`config.mk`:
```
export PLATFORM = sky130hd
export DESIGN_NAME = uart_cmd_rx_flat
export DESIGN_NICKNAME = d
export VERILOG_FILES = /design/src/rtl/cam_link_pkg.sv /design/src/rtl/uart_cmd_rx_if.sv /design/src/rtl/uart_rx.sv /design/src/rtl/uart_cmd_rx.sv /design/src/flat_wrapper.sv
export SDC_FILE = /design/constraint.sdc
export NUM_CORES = 1
export LEC_CHECK = 0
export CORE_MARGIN = 4
export CORE_UTILIZATION = 24
export CTS_CLUSTER_SIZE = 28
export DETAILED_ROUTE_END_ITERATION = 16
export PLACE_DENSITY_LB_ADDON = 0.3
export SLEW_MARGIN = 30
export SYNTH_ARGS = -nofsm -noshare
export SYNTH_HDL_FRONTEND = slang
export SYNTH_SLANG_ARGS = --single-unit
```
`constraint.sdc`:
```
create_clock -name clk -period 5 [get_ports clk]
set_input_delay 1 -clock clk [delete_from_list [all_inputs] [get_ports clk]]
set_output_delay 1 -clock clk [all_outputs]
set_load 0.02 [all_outputs]
```
`src/rtl/cam_link_pkg.sv`:
```
// Shared constants and state encodings for the PC-to-FPGA camera debug link.
// Packet framing is [SYNC_BYTE, CMD, ARG0, ARG1, CHK] with CHK = CMD ^ ARG0 ^ ARG1.
package cam_link_pkg;

    localparam logic [7:0] SYNC_BYTE   = 8'hA5;
    localparam logic [7:0] CMD_CAPTURE = 8'h01;
    localparam logic [7:0] CMD_REGWR   = 8'h02;
    localparam logic [7:0] CMD_RESEND  = 8'h03;

    // Bit-level receiver states
    typedef logic [2:0] rx_state_t;
    localparam rx_state_t R_IDLE  = 3'd0;
    localparam rx_state_t R_START = 3'd1;
    localparam rx_state_t R_DATA  = 3'd2;
    localparam rx_state_t R_STOP  = 3'd3;
    localparam rx_state_t R_BREAK = 3'd4;

    // Packet parser states
    typedef logic [2:0] pkt_state_t;
    localparam pkt_state_t P_SYNC = 3'd0;
    localparam pkt_state_t P_CMD  = 3'd1;
    localparam pkt_state_t P_ARG0 = 3'd2;
    localparam pkt_state_t P_ARG1 = 3'd3;
    localparam pkt_state_t P_CHK  = 3'd4;
    localparam pkt_state_t P_HOLD = 3'd5;

    typedef struct packed {
        logic [7:0] addr;
        logic [7:0] data;
    } cfg_req_t;

    function automatic logic [7:0] pkt_chk(input logic [7:0] c, input logic [7:0] a0,
                                           input logic [7:0] a1);
        return c ^ a0 ^ a1;
    endfunction

endpackage

```
`src/rtl/uart_cmd_rx_if.sv`:
```
// Output bundle of the command receiver: byte tap, strobes, register-write handshake, errors.
// master = receiver side (drives everything except cfg_ready), slave = consumer side.
interface uart_cmd_rx_if;

    logic       rx_byte_valid;
    logic [7:0] rx_byte;
    logic       capture_pulse;
    logic       resend_pulse;
    logic       cfg_valid;
    logic [7:0] cfg_addr;
    logic [7:0] cfg_data;
    logic       cfg_ready;
    logic       err_frame;
    logic       err_chk;
    logic       err_cmd;
    logic       err_ovr;
    logic       err_timeout;

    modport master (
        output rx_byte_valid, rx_byte, capture_pulse, resend_pulse,
        output cfg_valid, cfg_addr, cfg_data,
        output err_frame, err_chk, err_cmd, err_ovr, err_timeout,
        input  cfg_ready
    );

    modport slave (
        input  rx_byte_valid, rx_byte, capture_pulse, resend_pulse,
        input  cfg_valid, cfg_addr, cfg_data,
        input  err_frame, err_chk, err_cmd, err_ovr, err_timeout,
        output cfg_ready
    );

endinterface

```
`src/rtl/uart_rx.sv`:
```
// 8N1 UART deserialiser: 2-FF synchroniser, mid-bit sampling, framing check.
// A low stop bit drops the byte and parks in R_BREAK until the line returns high.
module uart_rx
    import cam_link_pkg::*;
#(
    parameter int CLKS_PER_BIT = 10416
) (
    input  logic       clk,
    input  logic       reset_p,
    input  logic       rx_serial_i,
    output logic [7:0] rx_byte_o,
    output logic       rx_byte_valid_o,
    output logic       err_frame_o
);

    localparam int CNT_W = $clog2(CLKS_PER_BIT);
    localparam logic [CNT_W-1:0] CNT_FULL = CNT_W'(CLKS_PER_BIT - 1);
    localparam logic [CNT_W-1:0] CNT_HALF = CNT_W'(CLKS_PER_BIT / 2 - 1);

    logic             sync1_q, sync2_q;
    rx_state_t        state_q, state_d;
    logic [CNT_W-1:0] cnt_q, cnt_d;
    logic [2:0]       bit_q, bit_d;
    logic [7:0]       shreg_q, shreg_d;
    logic [7:0]       byte_q, byte_d;
    logic             valid_q, valid_d;
    logic             ferr_q, ferr_d;

    always_comb begin
        state_d = state_q;
        cnt_d   = cnt_q;
        bit_d   = bit_q;
        shreg_d = shreg_q;
        byte_d  = byte_q;
        valid_d = 1'b0;
        ferr_d  = 1'b0;
        case (state_q)
            R_IDLE: begin
                cnt_d = '0;
                if (!sync2_q) state_d = R_START;
            end
            R_START: begin
                // Re-check at mid start bit so short glitches are rejected
                if (cnt_q == CNT_HALF) begin
                    cnt_d   = '0;
                    bit_d   = 3'd0;
                    state_d = sync2_q ? R_IDLE : R_DATA;
                end else begin
                    cnt_d = cnt_q + 1'b1;
                end
            end
            R_DATA: begin
                if (cnt_q == CNT_FULL) begin
                    cnt_d   = '0;
                    shreg_d = {sync2_q, shreg_q[7:1]};
                    if (bit_q == 3'd7) state_d = R_STOP;
                    else               bit_d   = bit_q + 3'd1;
                end else begin
                    cnt_d = cnt_q + 1'b1;
                end
            end
            R_STOP: begin
                if (cnt_q == CNT_FULL) begin
                    cnt_d = '0;
                    if (sync2_q) begin
                        byte_d  = shreg_q;
                        valid_d = 1'b1;
                        state_d = R_IDLE;
                    end else begin
                        ferr_d  = 1'b1;
                        state_d = R_BREAK;
                    end
                end else begin
                    cnt_d = cnt_q + 1'b1;
                end
            end
            R_BREAK: begin
                if (sync2_q) state_d = R_IDLE;
            end
            default: state_d = R_IDLE;
        endcase
    end

    always_ff @(posedge clk or posedge reset_p) begin
        if (reset_p) begin
            sync1_q <= 1'b1;
            sync2_q <= 1'b1;
            state_q <= R_IDLE;
            cnt_q   <= '0;
            bit_q   <= 3'd0;
            shreg_q <= 8'h00;
            byte_q  <= 8'h00;
            valid_q <= 1'b0;
            ferr_q  <= 1'b0;
        end else begin
            sync1_q <= rx_serial_i;
            sync2_q <= sync1_q;
            state_q <= state_d;
            cnt_q   <= cnt_d;
            bit_q   <= bit_d;
            shreg_q <= shreg_d;
            byte_q  <= byte_d;
            valid_q <= valid_d;
            ferr_q  <= ferr_d;
        end
    end

    assign rx_byte_o       = byte_q;
    assign rx_byte_valid_o = valid_q;
    assign err_frame_o     = ferr_q;

endmodule

```
`src/rtl/uart_cmd_rx.sv`:
```
// Host command receiver: UART byte stream -> framed packet parser -> strobes / register writes.
// Optional CMD_TIMEOUT_EN aborts a partial packet after TIMEOUT_CLKS idle clocks.
module uart_cmd_rx
    import cam_link_pkg::*;
#(
    parameter int CLKS_PER_BIT = 10416,
    parameter int TIMEOUT_CLKS = 2000000
) (
    input  logic          clk,
    input  logic          reset_p,
    input  logic          rx_serial,
    uart_cmd_rx_if.master cmd
);

    logic [7:0] rx_byte;
    logic       byte_vld;
    logic       ferr;

    uart_rx #(.CLKS_PER_BIT(CLKS_PER_BIT)) u_rx (
        .clk            (clk),
        .reset_p        (reset_p),
        .rx_serial_i    (rx_serial),
        .rx_byte_o      (rx_byte),
        .rx_byte_valid_o(byte_vld),
        .err_frame_o    (ferr)
    );

    pkt_state_t pst_q, pst_d;
    logic [7:0] cmd_q, cmd_d;
    logic [7:0] arg0_q, arg0_d;
    logic [7:0] arg1_q, arg1_d;
    cfg_req_t   cfg_q, cfg_d;
    logic       cfg_valid_q, cfg_valid_d;
    logic       cap_q, cap_d;
    logic       res_q, res_d;
    logic       echk_q, echk_d;
    logic       ecmd_q, ecmd_d;
    logic       eovr_q, eovr_d;
    logic       eto_q, eto_d;
    logic       to_fire;

`ifdef CMD_TIMEOUT_EN
    localparam int TO_W = $clog2(TIMEOUT_CLKS + 1);
    logic [TO_W-1:0] to_cnt_q;
    logic            in_pkt;

    assign in_pkt  = (pst_q == P_CMD) || (pst_q == P_ARG0) || (pst_q == P_ARG1) || (pst_q == P_CHK);
    assign to_fire = in_pkt && !byte_vld && (to_cnt_q == TO_W'(TIMEOUT_CLKS - 1));

    always_ff @(posedge clk or posedge reset_p) begin
        if (reset_p)                 to_cnt_q <= '0;
        else if (byte_vld || !in_pkt) to_cnt_q <= '0;
        else                          to_cnt_q <= to_cnt_q + 1'b1;
    end
`else
    logic unused_timeout;
    assign unused_timeout = (TIMEOUT_CLKS != 0);
    assign to_fire        = 1'b0;
`endif

    always_comb begin
        pst_d       = pst_q;
        cmd_d       = cmd_q;
        arg0_d      = arg0_q;
        arg1_d      = arg1_q;
        cfg_d       = cfg_q;
        cfg_valid_d = cfg_valid_q;
        cap_d       = 1'b0;
        res_d       = 1'b0;
        echk_d      = 1'b0;
        ecmd_d      = 1'b0;
        eovr_d      = 1'b0;
        eto_d       = 1'b0;
        case (pst_q)
            P_SYNC: if (byte_vld && rx_byte == SYNC_BYTE) pst_d = P_CMD;
            P_CMD: if (byte_vld) begin
                cmd_d = rx_byte;
                pst_d = P_ARG0;
            end
            P_ARG0: if (byte_vld) begin
                arg0_d = rx_byte;
                pst_d  = P_ARG1;
            end
            P_ARG1: if (byte_vld) begin
                arg1_d = rx_byte;
                pst_d  = P_CHK;
            end
            P_CHK: if (byte_vld) begin
                pst_d = P_SYNC;
                if (rx_byte != pkt_chk(cmd_q, arg0_q, arg1_q)) begin
                    echk_d = 1'b1;
                end else begin
                    case (cmd_q)
                        CMD_CAPTURE: cap_d = 1'b1;
                        CMD_RESEND:  res_d = 1'b1;
                        CMD_REGWR: begin
                            cfg_d       = '{addr: arg0_q, data: arg1_q};
                            cfg_valid_d = 1'b1;
                            pst_d       = P_HOLD;
                        end
                        default:     ecmd_d = 1'b1;
                    endcase
                end
            end
            P_HOLD: begin
                // Bytes are not buffered while a write is outstanding
                if (byte_vld) eovr_d = 1'b1;
                if (cfg_valid_q && cmd.cfg_ready) begin
                    cfg_valid_d = 1'b0;
                    pst_d       = P_SYNC;
                end
            end
            default: pst_d = P_SYNC;
        endcase
        if (to_fire) begin
            eto_d = 1'b1;
            pst_d = P_SYNC;
        end
    end

    always_ff @(posedge clk or posedge reset_p) begin
        if (reset_p) begin
            pst_q       <= P_SYNC;
            cmd_q       <= 8'h00;
            arg0_q      <= 8'h00;
            arg1_q      <= 8'h00;
            cfg_q       <= '0;
            cfg_valid_q <= 1'b0;
            cap_q       <= 1'b0;
            res_q       <= 1'b0;
            echk_q      <= 1'b0;
            ecmd_q      <= 1'b0;
            eovr_q      <= 1'b0;
            eto_q       <= 1'b0;
        end else begin
            pst_q       <= pst_d;
            cmd_q       <= cmd_d;
            arg0_q      <= arg0_d;
            arg1_q      <= arg1_d;
            cfg_q       <= cfg_d;
            cfg_valid_q <= cfg_valid_d;
            cap_q       <= cap_d;
            res_q       <= res_d;
            echk_q      <= echk_d;
            ecmd_q      <= ecmd_d;
            eovr_q      <= eovr_d;
            eto_q       <= eto_d;
        end
    end

    assign cmd.rx_byte_valid = byte_vld;
    assign cmd.rx_byte       = rx_byte;
    assign cmd.capture_pulse = cap_q;
    assign cmd.resend_pulse  = res_q;
    assign cmd.cfg_valid     = cfg_valid_q;
    assign cmd.cfg_addr      = cfg_q.addr;
    assign cmd.cfg_data      = cfg_q.data;
    assign cmd.err_frame     = ferr;
    assign cmd.err_chk       = echk_q;
    assign cmd.err_cmd       = ecmd_q;
    assign cmd.err_ovr       = eovr_q;
    assign cmd.err_timeout   = eto_q;

endmodule

```
`src/flat_wrapper.sv`:
```
// flat-port wrapper written by rule: the top's interface ports become plain ports
module uart_cmd_rx_flat import cam_link_pkg::*;
#(
    parameter int CLKS_PER_BIT = 10416,
    parameter int TIMEOUT_CLKS = 2000000
)
  (clk, reset_p, rx_serial, cmd_rx_byte_valid, cmd_rx_byte, cmd_capture_pulse, cmd_resend_pulse, cmd_cfg_valid, cmd_cfg_addr, cmd_cfg_data, cmd_err_frame, cmd_err_chk, cmd_err_cmd, cmd_err_ovr, cmd_err_timeout, cmd_cfg_ready);
  uart_cmd_rx_if cmd_i ();
  input  logic clk;
  input  logic reset_p;
  input  logic rx_serial;
  output wire logic [$bits(cmd_i.rx_byte_valid)-1:0] cmd_rx_byte_valid;
  output wire logic [$bits(cmd_i.rx_byte)-1:0] cmd_rx_byte;
  output wire logic [$bits(cmd_i.capture_pulse)-1:0] cmd_capture_pulse;
  output wire logic [$bits(cmd_i.resend_pulse)-1:0] cmd_resend_pulse;
  output wire logic [$bits(cmd_i.cfg_valid)-1:0] cmd_cfg_valid;
  output wire logic [$bits(cmd_i.cfg_addr)-1:0] cmd_cfg_addr;
  output wire logic [$bits(cmd_i.cfg_data)-1:0] cmd_cfg_data;
  output wire logic [$bits(cmd_i.err_frame)-1:0] cmd_err_frame;
  output wire logic [$bits(cmd_i.err_chk)-1:0] cmd_err_chk;
  output wire logic [$bits(cmd_i.err_cmd)-1:0] cmd_err_cmd;
  output wire logic [$bits(cmd_i.err_ovr)-1:0] cmd_err_ovr;
  output wire logic [$bits(cmd_i.err_timeout)-1:0] cmd_err_timeout;
  input wire logic [$bits(cmd_i.cfg_ready)-1:0] cmd_cfg_ready;
  assign cmd_rx_byte_valid = cmd_i.rx_byte_valid;
  assign cmd_rx_byte = cmd_i.rx_byte;
  assign cmd_capture_pulse = cmd_i.capture_pulse;
  assign cmd_resend_pulse = cmd_i.resend_pulse;
  assign cmd_cfg_valid = cmd_i.cfg_valid;
  assign cmd_cfg_addr = cmd_i.cfg_addr;
  assign cmd_cfg_data = cmd_i.cfg_data;
  assign cmd_err_frame = cmd_i.err_frame;
  assign cmd_err_chk = cmd_i.err_chk;
  assign cmd_err_cmd = cmd_i.err_cmd;
  assign cmd_err_ovr = cmd_i.err_ovr;
  assign cmd_err_timeout = cmd_i.err_timeout;
  assign cmd_i.cfg_ready = cmd_cfg_ready;
  uart_cmd_rx #(.CLKS_PER_BIT(CLKS_PER_BIT), .TIMEOUT_CLKS(TIMEOUT_CLKS)) u_core (.clk(clk), .reset_p(reset_p), .rx_serial(rx_serial), .cmd(cmd_i));
endmodule
```
==> results of run 1 <==
[sequential cells by signal, indices dropped and copies added, names as in the netlist]
name / count
u_core.arg1_q: 8
u_core.u_rx.cnt_q: 14
u_core.cmd.err_cmd: 1
u_core.u_rx.state_q: 3
u_core.cmd.resend_pulse: 1
u_core.cmd.cfg_data: 8
u_core.u_rx.sync1_q: 1
u_core.u_rx.bit_q: 3
u_core.cmd.cfg_valid: 1
u_core.cmd.err_chk: 1
u_core.cmd.err_ovr: 1
u_core.u_rx.rx_byte_o: 8
u_core.u_rx.err_frame_o: 1
u_core.cmd.cfg_addr: 8
u_core.cmd.capture_pulse: 1
u_core.arg0_q: 8
u_core.pst_q: 3
u_core.u_rx.shreg_q: 8
u_core.u_rx.sync2_q: 1
u_core.u_rx.rx_byte_valid_o: 1
u_core.cmd_q: 8
[per-stage QoR]
| stage | instances | utilization [%] | setup slack [ns] | power (mW) | hold WS (ns) |
|---|---|---|---|---|---|
| 6_report | 605 | 30.1 | 2.48 | 1.46 | 0.354 |
| 3_3_place_gp | 589 | 28.2 | 2.39 | 0.775 | 0.347 |
| 5_1_grt | 605 | 30.1 | 2.40 | 1.52 | 0.363 |
| 3_5_place_dp | 589 | 28.2 | 2.37 | 0.776 | 0.347 |
| 2_1_floorplan | 342 | - | 1.70 | 0.763 | 0.345 |
| 4_1_cts | 605 | 30.1 | 2.42 | 1.49 | 0.356 |
[power by group through the flow]
stage | clock, mW | combinational, mW | sequential (mW)
finish | 0.700 | 0.0311 | 0.730
global route | 0.753 | 0.0361 | 0.730
CTS | 0.730 | 0.0325 | 0.729
detailed placement | 0 | 0.0324 | 0.743
global placement | 0 | 0.0317 | 0.743
floorplan | 0 | 0.0200 | 0.743
[cell usage in the layout, fill, tap and decap left out, types with 3 or more instances in the layout]
cell type	instances
a21oi_1	7
a22o_1	4
and2_1	7
and3_1	8
clkbuf_16	9
clkdlybuf4s50_1	35
dfrtp_1	87
ha_1	3
inv_1	5
mux2_2	47
mux2_4	9
nand2_1	23
nand2b_1	7
nand3_1	10
nand4_1	6
nor2_1	17
nor2b_1	6
nor3_1	4
o21ai_0	17
o31ai_1	3
or3_1	3
xnor2_1	16
xor2_1	8
[routing by layer]
layer,vias up,global-route usage (%)
met2,52,14.1
met5,-,0
met1,1313,11.4
li1,1306,-
met4,0,3.04
met3,8,3.12
[how the worst max path moves through the flow]
| stage | end | slack, ns | cells past startpoint |
|---|---|---|---|
| final | cmd_rx_byte[1] | 2.48 | 1 |
| after global placement | u_core.u_rx.sync1_q$_DFF_PP1_ | 2.39 | 3 |
| after global routing | cmd_rx_byte[5] | 2.40 | 1 |
| after CTS | cmd_rx_byte[5] | 2.42 | 1 |
| after floorplan | u_core.arg0_q[0]$_DFFE_PP0P_ | 1.70 | 1 |
| after detailed placement | u_core.u_rx.sync1_q$_DFF_PP1_ | 2.37 | 3 |
[cell usage after synthesis (all sizes together) (7+ instances only)]
library cell  number  share of area (%)
dfrtp             87                 53
mux2              56                 16
nand2             23                2.1
nor2              18                1.7
o21ai             17                2.1
xnor2             16                3.4
nand3             11                1.6
and3               8                1.2
xor2               8                1.7
a21oi              7               0.85
and2               7                1.1
nand2b             7                1.1
[final cells by class]
class / instances / area [µm²] / share of cell area, %
Sequential cell: 89 / 2230 / 44.2
Clock inverter: 6 / 73.8 / 1.46
Timing Repair Buffer: 36 / 358 / 7.10
Clock buffer: 10 / 239 / 4.74
Tap cell: 220 / 275 / 5.46
Inverter: 6 / 25.0 / 0.496
Multi-Input combinational cell: 238 / 1840 / 36.5
[cell families after synthesis]
kind of cell / Yosys count / share of synthesized area (%)
xor+xnor: 24 / 5.08
other cells: 1 / 0.0906
simple gates: 107 / 14.7
buf+inv: 15 / 1.69
mux: 58 / 16.5
flops: 89 / 53.9
fa+ha+maj: 3 / 0.907
compound gates: 45 / 7.10
==> results by group, run 1 <==
Clock tree
  – CTS Hold Bufs: 0
  – Post-CTS Setup Bufs: 0
  – Clk sinks: slightly below 90
  – Clock transition at the registers of the reported paths: 0.06 ns
  – CTS Buf Count: 9
  – Bufs on Longest Clock Path: 2
  – CTS tree: done
  – Post-CTS sizing: 0
  – Clock root cell: clkbuf_16
  – Htree depth: 3
  – Clock latency on the worst-skew pair: 0.35 ns

Synthesis
  – Syn avg cell area: 12.1 µm²
  – Synth async-reset ratio: 100%
  – Cells after synthesis: roughly 340
  – Library cells used by synthesis: 51
  – Syn nets: 349
  – Post-Synthesis Cell Area: 0.00414 mm²
  – Yosys reg bits: 89
  – Primary FF master, synth: dfrtp_1
  – Synth warn: 0
  – Post-synth EDFFs: 0
  – Seq/Total Area, Yosys: 53.9%

Routing
  – 1st-pass router iterations: 4
  – Metal3 WL: 391 µm
  – Met2 WL: ~4.0 mm
  – Final wirelength: slightly above 8 mm
  – Initial DRC Count: 91
  – WL met1: about 3.8 mm
  – Remaining DRCs: 0
  – Via density: 4.43
  – Vias: between 2000 and 3000
  – Post-route ant nets: 0
  – DR WL/cell: 13.7 µm
  – Highest metal used: met4

Floorplan
  – Die Span Y: approximately 140 µm
  – Core area: 0.0168 mm²
  – Starting Density: 24.7%
  – Die X: approximately 140 µm
  – Site Rows: 47
  – I/O pin count: 37
  – Die ar.: 0.0194 mm²

STA
  – Hold Fails Final Rpt: 0
  – Final setup viols: 0
  – Worst Skew: between 0.009 and 0.01 ns
  – Max Slew Vio Count: 0
  – Worst slew margin: 44.9%
  – TNS Setup: 0 ns
  – Worst Tran Pin Value: 0.824 ns
  – RSZ-0062 raised after global routing: false
  – Period utilization: ~50%
  – Fin crit period: 2.52 ns
  – Max Fclk: 397 MHz

Cells and area
  – Finished Cell Area: a little over 0.005 mm²
  – Filler cells: 1739
  – Layout area overhead: 21.8%
  – Ant diodes: 0
  – Share of cells above drive strength 1: 21.6%
  – Final nets: between 300 and 400

Setup path
  – Slowest stage cell, crit path: clkdlybuf4s50_1
  – CP Launch Type: register
  – Crit path kind: register to output port
  – Top Family by Delay on Critical Path: buffers and inverters
  – R2R setup slack: between 2 and 3 ns
  – Worst-path maximum fanout: 7
  – Depth of the most critical reg-to-reg path: 6
  – Crit. Startpoint: u_core.u_rx.rx_byte_o[1]$_DFFE_PP0P_
  – Critical Path Sink Type: output port
  – Buf/Inv on CP: 1
  – Crit path DAT: about 1.5 ns
  – Slowest stage delay, CP: 0.67 ns
  – Worst r2r src: u_core.u_rx.cnt_q[0]$_DFFE_PP0P_
  – Required time of the critical path: 4.00 ns
  – Reg2reg end: u_core.u_rx.cnt_q[6]$_DFFE_PP0P_
  – Crit path cell chain: clkdlybuf4s50_1

Worst hold path
  – Hold crit path type: register to register
  – HP Start: u_core.u_rx.sync1_q$_DFF_PP1_
  – Depth of the worst hold-timing path: 0
  – Hold endpoint: u_core.u_rx.sync2_q$_DFF_PP1_

Power
  – NetSw: 321 µW
  – Peak supply drop: 0.000204 V
  – PD cells: roughly 290 mW/mm²
  – Comb power frac: 2.1%
  – Clock share of power: 47.9%
  – Switch share: 21.9%
  – Pleak: 2.33 nW
  – Internal: around 1.1 mW
  – Sequential share of power: 49.9%

Placed design
  – Port bufs: 35
  – RePlAce Congestion: approximately 0.8
  – Post-DP HPWL: between 5 and 6 mm
  – Placed cell area: ~0.0047 mm²

Global routing
  – Number of global-route vias before repair: 2662
  – Initial antenna violation count: 0
  – Largest net degree at the start of global routing: between 50 and 60
  – First-pass GRT wire length: 13.9 mm
  – Total grt overflow: 0
  – Global Route Usage Sum: 8.90%

Outcome
  – Status: finished, final reports clean

Flow run
  – Max cap viols: 0
No activity file was read; power rests on OpenSTA's default activity.
==> run 2: changes to the inputs <==
==> constraint.sdc (replaced) <==
create_clock -name clk -period 2.4 [get_ports clk]
set_input_delay 0.48 -clock clk [delete_from_list [all_inputs] [get_ports clk]]
set_output_delay 0.48 -clock clk [all_outputs]
set_load 0.02 [all_outputs]
==> run 2 against run 1 <==
Effect of this change: utilization grew 0.63 points; largest power group unchanged; via count grew 2.0%; count of clock-buffer cells in the layout is the same; global-route usage grew 0.44 points; cell area grew 2.1%; sequential power grew 110%; register-to-register slack lost 2.5 ns; critical path depth grew 4.
==> results by group, run 2 (synthesis results as in run 1) <==
Cells and area
  – Most frequent cells in the layout: dfrtp_1, mux2_2, clkdlybuf4s50_1
  – Finished Cell Area: about 0.0051 mm²
  – Layout area overhead: 24.3%
  – Max reg flops: 14
  – Share of cells above drive strength 1: 24.4%
  – Largest reg by FF count: u_core.u_rx.cnt_q
  – Commonest non-fill, non-tap cell in the layout: dfrtp_1
  – Ant diodes: 0
  – Non-filler instance count after layout: 621
  – Final nets: a little over 400

STA
  – Worst slew margin: 62.3%
  – Max Fclk: 465 MHz
  – Hold Fails Final Rpt: 0
  – RSZ-0062 raised after global routing: false
  – Max Slew Vio Count: 0
  – Period utilization: 89.5%
  – Fin crit period: between 2 and 2.5 ns
  – TNS Setup: 0 ns
  – Worst Skew: approximately 0.0065 ns
  – Final setup viols: 0
  – Worst Tran Pin Value: 0.561 ns

Clock tree
  – CTS tree: done
  – Post-CTS sizing: 0
  – Clock root cell: clkbuf_16
  – Htree depth: 3
  – CTS Hold Bufs: 0
  – Clk sinks: 89
  – Post-CTS Setup Bufs: 0
  – CTS Buf Count: 9
  – Clock latency on the worst-skew pair: roughly 0.34 ns
  – Clock transition at the registers of the reported paths: 0.06 ns
  – Bufs on Longest Clock Path: 2

Global routing
  – Largest net degree at the start of global routing: 49
  – Initial antenna violation count: 0
  – Global Route Usage Sum: 9.34%
  – First-pass GRT wire length: 14.7 mm
  – Total grt overflow: 0
  – Number of global-route vias before repair: 2802

Placed design
  – Port bufs: 35
  – Cell count after placement: a little over 600
  – RePlAce Congestion: approximately 0.85
  – Post-DP HPWL: approximately 6.3 mm
  – Placed cell area: 0.00487 mm²

Floorplan
  – Die X: 139 µm
  – I/O pin count: 37
  – Site Rows: 47
  – Die Span Y: roughly 140 µm
  – Die ar.: 0.0194 mm²
  – Starting Density: 24.7%
  – Core area: 0.0168 mm²

Routing
  – Post-route ant nets: 0
  – Remaining DRCs: 0
  – 1st-pass router iterations: 4
  – DR WL/cell: 14.1 µm
  – Final wirelength: 8.74 mm
  – Vias: 2733
  – Initial DRC Count: 126
  – Via density: 4.40

Power
  – Pleak: ~2.4 nW
  – PD cells: about 560 mW/mm²
  – Peak supply drop: 0.000351 V
  – Total Power: ~2.9 mW

Flow run
  – Max cap viols: 0

Setup path
  – Slowest stage delay, CP: around 0.54 ns
  – Crit path cell chain: nor4_1, nand4b_1, nor2_1, nand3_4, mux2_4
  – Required time of the critical path: 2.62 ns
  – Crit path kind: register to register
  – Crit path DAT: 2.37 ns
  – CP Launch Type: register
  – Slowest stage cell, crit path: nor4_1
  – Critical Path Sink Type: register
  – Worst-path maximum fanout: 17

Outcome
  – Status: finished, final reports clean

Worst hold path
  – Hold crit path type: register to register
[run 2: metrics by stage]
| step | utilization [%] | setup slack, ns | hold WS, ns |
|---|---|---|---|
| 2_1_floorplan | - | 0.426 | 0.345 |
| 4_1_cts | 30.7 | 0.201 | 0.371 |
| 3_3_place_gp | 29.1 | 0.256 | 0.359 |
| 6_report | 30.7 | 0.251 | 0.370 |
| 5_1_grt | 30.7 | 0.0964 | 0.373 |
| 3_5_place_dp | 29.1 | 0.214 | 0.358 |
[run 2: critical path: cells and delay by family (launching register included)]
| family | cells | cell delay, ns |
|---|---|---|
| flops | 1 | 0.40 |
| simple gates | 4 | 1.23 |
| mux | 1 | 0.39 |
[run 2: worst paths after layout]
path,cells past startpoint,startpoint,slack (ns),end
max in group asynchronous,3,reset_p,1.29,u_core.u_rx.sync1_q$_DFF_PP1_
max,5,u_core.cmd_q[3]$_DFFE_PP0P_,0.25,u_core.cmd.cfg_data[3]$_DFFE_PP0P_
min,0,u_core.u_rx.sync1_q$_DFF_PP1_,0.37,u_core.u_rx.sync2_q$_DFF_PP1_
min in group asynchronous,2,reset_p,0.50,u_core.arg0_q[6]$_DFFE_PP0P_
max reg2reg,5,u_core.cmd_q[3]$_DFFE_PP0P_,0.25,u_core.cmd.cfg_data[3]$_DFFE_PP0P_
min reg2reg,0,u_core.u_rx.sync1_q$_DFF_PP1_,0.37,u_core.u_rx.sync2_q$_DFF_PP1_
[run 2: layout make-up]
type	instances	area (µm²)
multi-input combinational	238	1840
timing repair buffer	52	503
clock buffer	10	229
inverter	6	26.3
tap	220	275
clock inverter	6	42.5
sequential	89	2230
fill	1703	11600
[run 2: routing by layer]
metal,global-route usage [%],wire length (µm)
met1,12.0,4150
met2,15.0,4140
met3,2.98,339
met4,2.99,113
met5,0,0
[run 2: where the power goes]
| part | internal (mW) | switching, mW | leakage, nW |
|---|---|---|---|
| combinational | 0.0250 | 0.0474 | 1.05 |
| clock | 0.705 | 0.589 | 0.129 |
| sequential | 1.51 | 0.0122 | 1.22 |
==> run 3: changes to the inputs <==
--- a/config.mk
+++ b/config.mk
@@ -5,11 +5,14 @@
 export SDC_FILE = /design/constraint.sdc
 export NUM_CORES = 1
 export LEC_CHECK = 0
+export CELL_PAD_IN_SITES_DETAIL_PLACEMENT = 0
+export CELL_PAD_IN_SITES_GLOBAL_PLACEMENT = 1
 export CORE_MARGIN = 4
 export CORE_UTILIZATION = 24
 export CTS_CLUSTER_SIZE = 28
 export DETAILED_ROUTE_END_ITERATION = 16
 export PLACE_DENSITY_LB_ADDON = 0.3
+export RECOVER_POWER = 50
 export SLEW_MARGIN = 30
 export SYNTH_ARGS = -nofsm -noshare
 export SYNTH_HDL_FRONTEND = slang
==> run 3 against run 2 <==
Effect of this change: sequential cell count unchanged; non-clock buffer count unchanged; utilization increased by 0.060 points; combinational power decreased by 10%; via count increased by 2.1%; die area unchanged; cell area increased by 0.19%; critical endpoint is now u_core.cmd.cfg_addr[4]$_DFFE_PP0P_; largest cell class unchanged; highest routed layer unchanged.
==> results by group, run 3 (synthesis results as in run 1) <==
Cells and area
  – Max reg flops: 14
  – Final core occ: 30.8%
  – Filler cells: 1732
  – FF+latch area: roughly 0.0022 mm²
  – Share of cells above drive strength 1: around 24%
  – Largest reg by FF count: u_core.u_rx.cnt_q
  – Ant diodes: 0
  – Layout area overhead: 24.5%
  – Finished Cell Area: between 0.005 and 0.006 mm²
  – Commonest non-fill, non-tap cell in the layout: dfrtp_1
  – Final nets: 403
  – Most frequent cells in the layout: dfrtp_1, mux2_2, clkdlybuf4s50_1
  – Area used by multi-input combinational logic: 0.00184 mm²
  – Non-filler instance count after layout: between 600 and 700

Floorplan
  – Die Span Y: 139 µm
  – Starting Density: 24.7%
  – Site Rows: 47
  – Die X: 139 µm
  – Die ar.: 0.0194 mm²
  – Core area: around 0.017 mm²
  – I/O pin count: 37

Global routing
  – Global Route Usage Sum: 9.72%
  – Initial antenna violation count: 0
  – Number of global-route vias before repair: 2752
  – Total grt overflow: 0
  – First-pass GRT wire length: 15.1 mm
  – Largest net degree at the start of global routing: 90

STA
  – Hold Fails Final Rpt: 0
  – Final setup viols: 0
  – Max Fclk: 473 MHz
  – Fin crit period: around 2.1 ns
  – Max Slew Vio Count: 0
  – Period utilization: between 80% and 90%
  – Worst Skew: around 0.0075 ns
  – Worst Tran Pin Value: 1.26 ns
  – Worst slew margin: 16.2%
  – RSZ-0062 raised after global routing: false
  – TNS Setup: 0 ns

Clock tree
  – Clock root cell: clkbuf_16
  – CTS Buf Count: 9
  – CTS tree: done
  – Clock latency on the worst-skew pair: 0.35 ns
  – Post-CTS Setup Bufs: 0
  – Clock transition at the registers of the reported paths: roughly 0.070 ns
  – Htree depth: 3
  – Post-CTS sizing: 0
  – Clk sinks: 89
  – CTS Hold Bufs: 0
  – Bufs on Longest Clock Path: 2

Setup path
  – CP Launch Type: register
  – Crit path kind: register to register
  – Required time of the critical path: 2.63 ns
  – Critical Path Sink Type: register
  – Worst-path maximum fanout: 17
  – Crit path DAT: 2.35 ns

Routing
  – Initial DRC Count: 90
  – Final wirelength: 9.13 mm
  – Remaining DRCs: 0
  – Post-route ant nets: 0
  – Vias: 2790
  – DR WL/cell: 14.7 µm
  – 1st-pass router iterations: 4
  – Via density: 4.49

Power
  – Peak supply drop: 0.000321 V
  – PD cells: 592 mW/mm²
  – Total Power: 3.05 mW
  – Pleak: around 2.4 nW

Flow run
  – Max cap viols: 0

Placed design
  – Placed cell area: ~0.0049 mm²
  – Port bufs: 35
  – Cell count after placement: 605
  – RePlAce Congestion: 0.790
  – Post-DP HPWL: between 6 and 7 mm

Worst hold path
  – Hold crit path type: register to register

Outcome
  – Status: finished, final reports clean
## run 3: changes by cell type in the layout (fill, tap and decap cells not counted), sizes merged
cell           previous run  this run
clkdlybuf4s50            35        30
dlygate4sd3               0         5
buf                      17        15
bufinv                    0         1
clkbuf                   10        11
clkinv                    2         1
inv                       7         8
## run 3: final timing paths
check	cells after the start	slack [ns]	endpoint	from
min in group asynchronous	3	1.08	u_core.u_rx.state_q[2]$_DFFE_PP0P_	reset_p
setup / recovery	5	0.29	u_core.cmd.cfg_addr[4]$_DFFE_PP0P_	u_core.cmd_q[3]$_DFFE_PP0P_
hold reg to reg	0	0.36	u_core.u_rx.sync2_q$_DFF_PP1_	u_core.u_rx.sync1_q$_DFF_PP1_
hold / removal	0	0.36	u_core.u_rx.sync2_q$_DFF_PP1_	u_core.u_rx.sync1_q$_DFF_PP1_
max in group asynchronous	3	0.55	u_core.cmd.cfg_addr[5]$_DFFE_PP0P_	reset_p
setup reg to reg	5	0.29	u_core.cmd.cfg_addr[4]$_DFFE_PP0P_	u_core.cmd_q[3]$_DFFE_PP0P_
## run 3: area by class of cell
| class | count | area share, % |
|---|---|---|
| Clock buffer | 9 | 4.37 |
| Clock inverter | 7 | 1.65 |
| Inverter | 6 | 0.510 |
| Multi-Input combinational cell | 238 | 35.7 |
| Sequential cell | 89 | 43.2 |
| Tap cell | 220 | 5.34 |
| Timing Repair Buffer | 52 | 9.20 |
## run 3: power by group
group          internal, mW  switching, mW
registers              1.51         0.0116
clock network         0.827          0.641
logic                0.0186         0.0465
total                  2.35          0.699
## run 3: per-stage QoR
stage	setup slack (ns)	hold WS [ns]
5_1_grt	0.0326	0.364
4_1_cts	0.254	0.358
3_3_place_gp	0.306	0.346
2_1_floorplan	0.426	0.345
6_report	0.286	0.357
3_5_place_dp	0.253	0.348
## run 3: worst max-delay path, cell delays in order, from the launching register on
cell,delay (ns)
dfrtp_1,0.40
nor4_1,0.49
nand4b_1,0.19
nor2_1,0.22
nand3_4,0.30
mux2_4,0.40
## run 3: per-layer routing
metal  track usage (%)  vias up  routed length, µm
met5                 0        -                  0
met4              3.04        0                125
met3              3.22       12                404
met2              15.8       55               4400
met1              12.3     1390               4200
li1                  -     1333                  -
==> RTL change 1: new RTL, config.mk and constraints of run 1 <==
`CLKS_PER_BIT` is set to 10416 in 3 places; all go to 2604.
--- a/src/rtl/uart_rx.sv
+++ b/src/rtl/uart_rx.sv
@@ -5,3 +5,3 @@
 #(
-    parameter int CLKS_PER_BIT = 10416
+    parameter int CLKS_PER_BIT = 2604
 ) (
--- a/src/rtl/uart_cmd_rx.sv
+++ b/src/rtl/uart_cmd_rx.sv
@@ -5,3 +5,3 @@
 #(
-    parameter int CLKS_PER_BIT = 10416,
+    parameter int CLKS_PER_BIT = 2604,
     parameter int TIMEOUT_CLKS = 2000000
--- a/src/flat_wrapper.sv
+++ b/src/flat_wrapper.sv
@@ -3,3 +3,3 @@
 #(
-    parameter int CLKS_PER_BIT = 10416,
+    parameter int CLKS_PER_BIT = 2604,
     parameter int TIMEOUT_CLKS = 2000000
Behaviour: same outputs for any inputs over 10 cycles, from zero or initial values and one cycle with reset_p high; that may be too few to reach the edited logic, so the function may still have changed.
==> RTL change 1 against run 1 <==
Cell area is 3.7% lower. Area after synthesis decreased by 4.5%. Setup slack better by 31 ps. Fmax grew 1.2%. Cell count is 5.0% lower. Sequential cell count down 2. Sequential power fell by 3.3%. Die area down 4.3%. First-iteration DRC count rose by 47%. Total power decreased by 4.0%. Global-route usage barely moved. Wire length shrank 8.4%. Register-to-register slack got worse by 70 ps.
==> RTL change 1: results (changes against run 1) <==
Inst Count DP=560 (-4.9%); CP peak stage delay=670 ps (about the same); Max stage delay cell, worst path=clkdlybuf4s50_1; postcts setup bufs=0 (unchanged); synthesized net count=324 (-7.2%); DRC=0 (unchanged); reg2reg start=u_core.u_rx.rx_byte_o[3]; cell family with most CP delay=buffers and inverters; GRT Util Overall=0.08859 (-0.0003775); Leakage=2.263 nW (-2.8%); Finished Layout Cells=575 (-5.0%); Worst VDD drop=0.1511 mV (-26%); fill count=1649 (-5.2%); clock skew=6.472 ps (-3.121 ps); Synth area leaders=dfrtp_1 54%, mux2_2 14%, xnor2_1 3.8%, mux2_4 3.0%, xor2_1 2.7%; H-tree depth=3 (unchanged); number of global-route vias before repair=2580 (-3.1%); max reg flops=12 (-2); Root Driver=clkbuf_16; post-DP HPWL=5292 um (-9.6%); post-CTS sizing=0 (unchanged); critical path startpoint=u_core.u_rx.rx_byte_o[6]; ANT cells=0 (unchanged); TritonRoute pass-1 iters=5 (+1); worst r2r path cells=5 (-1); drt first-iter violations=134 (+47%); largest net degree at the start of global routing=49 (-13%); Top reg by flops=u_core.u_rx.cnt_q; nets=363 (-6.2%); min-delay src=u_core.u_rx.sync1_q; YS warnings=0 (unchanged); Clock Pin Slew Worst Setup and Hold Paths=60 ps (about the same); crit path DAT=1490 ps (-30 ps); status=finished clean; layout cells sized above 1=0.2340 (+0.01840); hold path depth=0 (unchanged); Async SR Flop Fraction=1.000 (unchanged); wire per inst=13.25 um (-3.6%); maximum fanout along the worst path=7 (unchanged); I/O Buffers=35 (unchanged); cts bufs inserted=9 (unchanged); worst slew pin tran=934.5 ps (+111.0 ps); sequential fraction of the synthesis area=0.5514 (+0.01291); Netlist cell types=45 (-12%); Skew-Pair Late Insertion Delay=330 ps (-20 ps); Hold Crit Class=reg2reg; routability cong.=0.7544 (-5.4%); Commonest cells post-synth=85 x dfrtp_1, 49 x mux2_2, 23 x nor2_1, 17 x nand2_1, 17 x xnor2_1; antenna violations before repair=0 (unchanged); global-route wire length before repair=13040 um (-6.4%); DR vias=2493 (-6.9%); Syn Area/Cell=12.51 um^2 (+3.3%); CTS max path bufs=2 (unchanged)
## RTL change 1: changes by cell type in the layout (fill, tap and decap cells not counted), moves of 4 or more
cell and delta:
nor2b_1 -4, nor2_1 +6, xor2_1 +4, and2_1 -7, o21ai_0 -12, nand2_1 -6
nand2b_1 -4, and3_1 -6
## RTL change 1: kinds of logic after synthesis
kind of cell,Yosys count,share of synthesized area
DFF,87,0.5514
buffers and inverters,14,0.01615
other,1,0.0009488
adders and majority gates,4,0.01266
xor gates and xnor gates,29,0.06426
muxes,58,0.1725
and+or+nand+nor,96,0.1377
AOI/OAI and AO/OA,27,0.04432
## RTL change 1: cell type report
cell class                      count  share of cell area
Sequential cell                    87              0.4491
Multi-Input combinational cell    215              0.3522
Timing Repair Buffer               37             0.07528
Tap cell                          216             0.05568
Clock buffer                       11             0.05208
Clock inverter                      4             0.01134
Inverter                            5            0.004383
## RTL change 1: power breakdown
| part | internal (mW) | switching, mW | total, mW |
|---|---|---|---|
| Sequential | 0.705 | 0.000756 | 0.706 |
| Clock | 0.413 | 0.265 | 0.678 |
| Combinational | 0.00305 | 0.0153 | 0.0183 |
| Total | 1.12 | 0.281 | 1.40 |
## RTL change 1: final timing paths
check | slack (ps) | end
min reg2reg | 350 | u_core.u_rx.sync2_q
max | 2510 | cmd_rx_byte[6]
min in group asynchronous | 1100 | u_core.cmd.cfg_addr[4]
min | 350 | u_core.u_rx.sync2_q
max in group asynchronous | 2960 | u_core.arg1_q[0]
max reg2reg | 2640 | u_core.cmd.cfg_addr[7]
## RTL change 1: layer usage
metal	up-vias	share of wire	track usage
li1	1193	-	-
met5	-	0	0
met2	42	0.49	0.1472
met1	1248	0.46	0.1095
met3	10	0.045	0.03442
met4	0	0.0092	0.01848
## RTL change 1: stage by stage
stage                       util  area, um^2  hold WS (ps)  setup slack [ps]
after floorplan                -        3953         345.2              1753
after global placement    0.2840        4544         346.5              2433
after detailed placement  0.2840        4544         346.8              2416
after CTS                 0.3033        4852         355.4              2476
after global routing      0.3033        4853         360.5              2383
final                     0.3033        4853         354.6              2512
==> RTL change 2: new RTL, settings of run 1 <==
Without the edit above. Take the reset off `shreg_q` and load it in a clocked block of its own.
--- a/src/rtl/uart_rx.sv
+++ b/src/rtl/uart_rx.sv
@@ -90,3 +90,2 @@
             bit_q   <= 3'd0;
-            shreg_q <= 8'h00;
             byte_q  <= 8'h00;
@@ -100,3 +99,2 @@
             bit_q   <= bit_d;
-            shreg_q <= shreg_d;
             byte_q  <= byte_d;
@@ -105,2 +103,6 @@
         end
+    end
+
+    always_ff @(posedge clk) begin
+        shreg_q <= shreg_d;
     end
Check against the original RTL: no difference found for any inputs over 10 cycles, from zero or initial values and one cycle with reset_p high; that may be too few to reach the edited logic, so the function may still have changed.
==> RTL change 2 against run 1 <==
Register-to-register slack got worse by 220 ps. Wire length increased by 0.75%. Critical path depth unchanged. Clock power increased by 7.3%. Total power increased by 2.6%. Sequential cell count unchanged. Die area decreased by 0.91%. Cell area decreased by 0.37%. Area after synthesis decreased by 0.97%. Setup slack improved by 5.7 ps.
==> RTL change 2: results (changes against run 1) <==
synthesized net count=341 (-2.3%); status=finished clean; DP Worst Slack=2429 ps (+59.54 ps); clock skew=6.656 ps (-2.938 ps); post-CTS sizing=0 (unchanged); H-tree depth=3 (unchanged); Netlist cell types=53 (+3.9%); Top reg by flops=u_core.u_rx.cnt_q; ratio of final minimum period to clock period=0.5026 (-0.001150); max reg flops=14 (unchanged); Root Driver=clkbuf_16; Max stage delay cell, worst path=clkdlybuf4s50_1; RR Endpoint=u_core.u_rx.shreg_q[0]; hold path depth=0 (unchanged); Commonest cells post-synth=79 x dfrtp_1, 41 x mux2_2, 30 x nor2_1, 20 x xnor2_1, 16 x nand2_1; Async SR Flop Fraction=0.9101 (-0.08989); TritonRoute pass-1 iters=4 (unchanged); post-DP HPWL=5964 um (+1.9%); number of synthesized flops with an enable pin=8 (+8); postcts setup bufs=0 (unchanged); GRT Util Overall=0.08959 (+0.0006226); post-placement cell area=0.004690 mm^2 (-0.79%); routability cong.=0.7592 (-4.8%); CTS max path bufs=2 (unchanged); global-route wire length before repair=14060 um (+0.94%); cts bufs inserted=9 (unchanged); Synth Flop Type=dfrtp_1; Finished Layout Cells=596 (-1.5%); CP peak stage delay=670 ps (about the same); crit path DAT=between 1500 and 2000 ps; Synth area leaders=dfrtp_1 48%, mux2_2 11%, edfxtp_1 5.9%, xnor2_1 4.3%, mux2_4 3.3%; Worst R2R Setup Slack=2490 ps (-220 ps); hold path endpoint=u_core.u_rx.sync2_q; critical path startpoint=u_core.u_rx.rx_byte_o[1]; DR vias=2624 (-2.1%); Critical Path End=cmd_rx_byte[1]; Skew-Pair Late Insertion Delay=350 ps (about the same); Leakage=2.216 nW (-4.9%); reg2reg start=u_core.u_rx.cnt_q[0]; fill count=1689 (-2.9%); layout cells sized above 1=0.2074 (-0.008138); Inst Count DP=580 (-1.5%); number of global-route vias before repair=2733 (+2.7%); drt first-iter violations=104 (+14%); cell count after synthesis=334 (-2.3%); cell family with most CP delay=buffers and inverters; worst slew pin tran=684.3 ps (-139.3 ps); Worst VDD drop=0.1693 mV (-17%); worst r2r path cells=4 (-2); wire per inst=14.06 um (+2.3%); Hold Crit Class=reg2reg; I/O Buffers=35 (unchanged); YS warnings=0 (unchanged); Cell Int Power=1.201 mW (+5.3%); ANT cells=0 (unchanged); sequential fraction of the synthesis area=0.5536 (+0.01502); worst hold margin=361.9 ps (+7.459 ps); largest net degree at the start of global routing=56 (unchanged); nets=378 (-2.3%)
[RTL change 2: cell types whose count changed after synthesis, moves of 8 or more]
cell | before | now
edfxtp_1 | 0 | 8
o21ai_0 | 17 | 7
dfrtp_1 | 87 | 79
nor2_1 | 17 | 30
[RTL change 2: cells by family (layout without fill, tap and decap cells)]
family,count (synthesis),count (layout),share of synthesized area
other,1,1,0.0009146
adder cells (fa/ha/maj),3,3,0.009156
AO/OA/AOI/OAI,38,38,0.06286
buffers and inverters,23,65,0.02411
XOR/XNOR,29,29,0.06195
AND/OR/NAND/NOR,99,99,0.1370
multiplexers,52,52,0.1504
flip-flops,89,89,0.5536
[RTL change 2: layout make-up]
type / count / area (um^2) / share of cell area
flip-flops and latches: 89 / 2270 / 0.4519
multi-input cells: 222 / 1737 / 0.3458
repair buffers: 36 / 357.8 / 0.07125
well taps: 220 / 275.3 / 0.05481
clock buffers: 12 / 257.7 / 0.05132
clock inverters: 4 / 73.82 / 0.01470
inverters: 13 / 51.30 / 0.01021
[RTL change 2: power groups by stage]
stage	combinational, mW	sequential (mW)	clock, mW
after floorplan	0.0111	0.744	0
after global placement	0.0180	0.744	0
after detailed placement	0.0185	0.744	0
after CTS	0.0185	0.730	0.774
after global routing	0.0207	0.730	0.799
final	0.0173	0.730	0.751
[RTL change 2: metal layers]
metal | vias to the layer above | GRT usage | routed length, um
li1 | 1263 | - | -
met1 | 1301 | 0.1167 | 4052
met2 | 48 | 0.1395 | 3828
met3 | 12 | 0.03000 | 354
met4 | 0 | 0.03244 | 142
met5 | - | 0 | 0
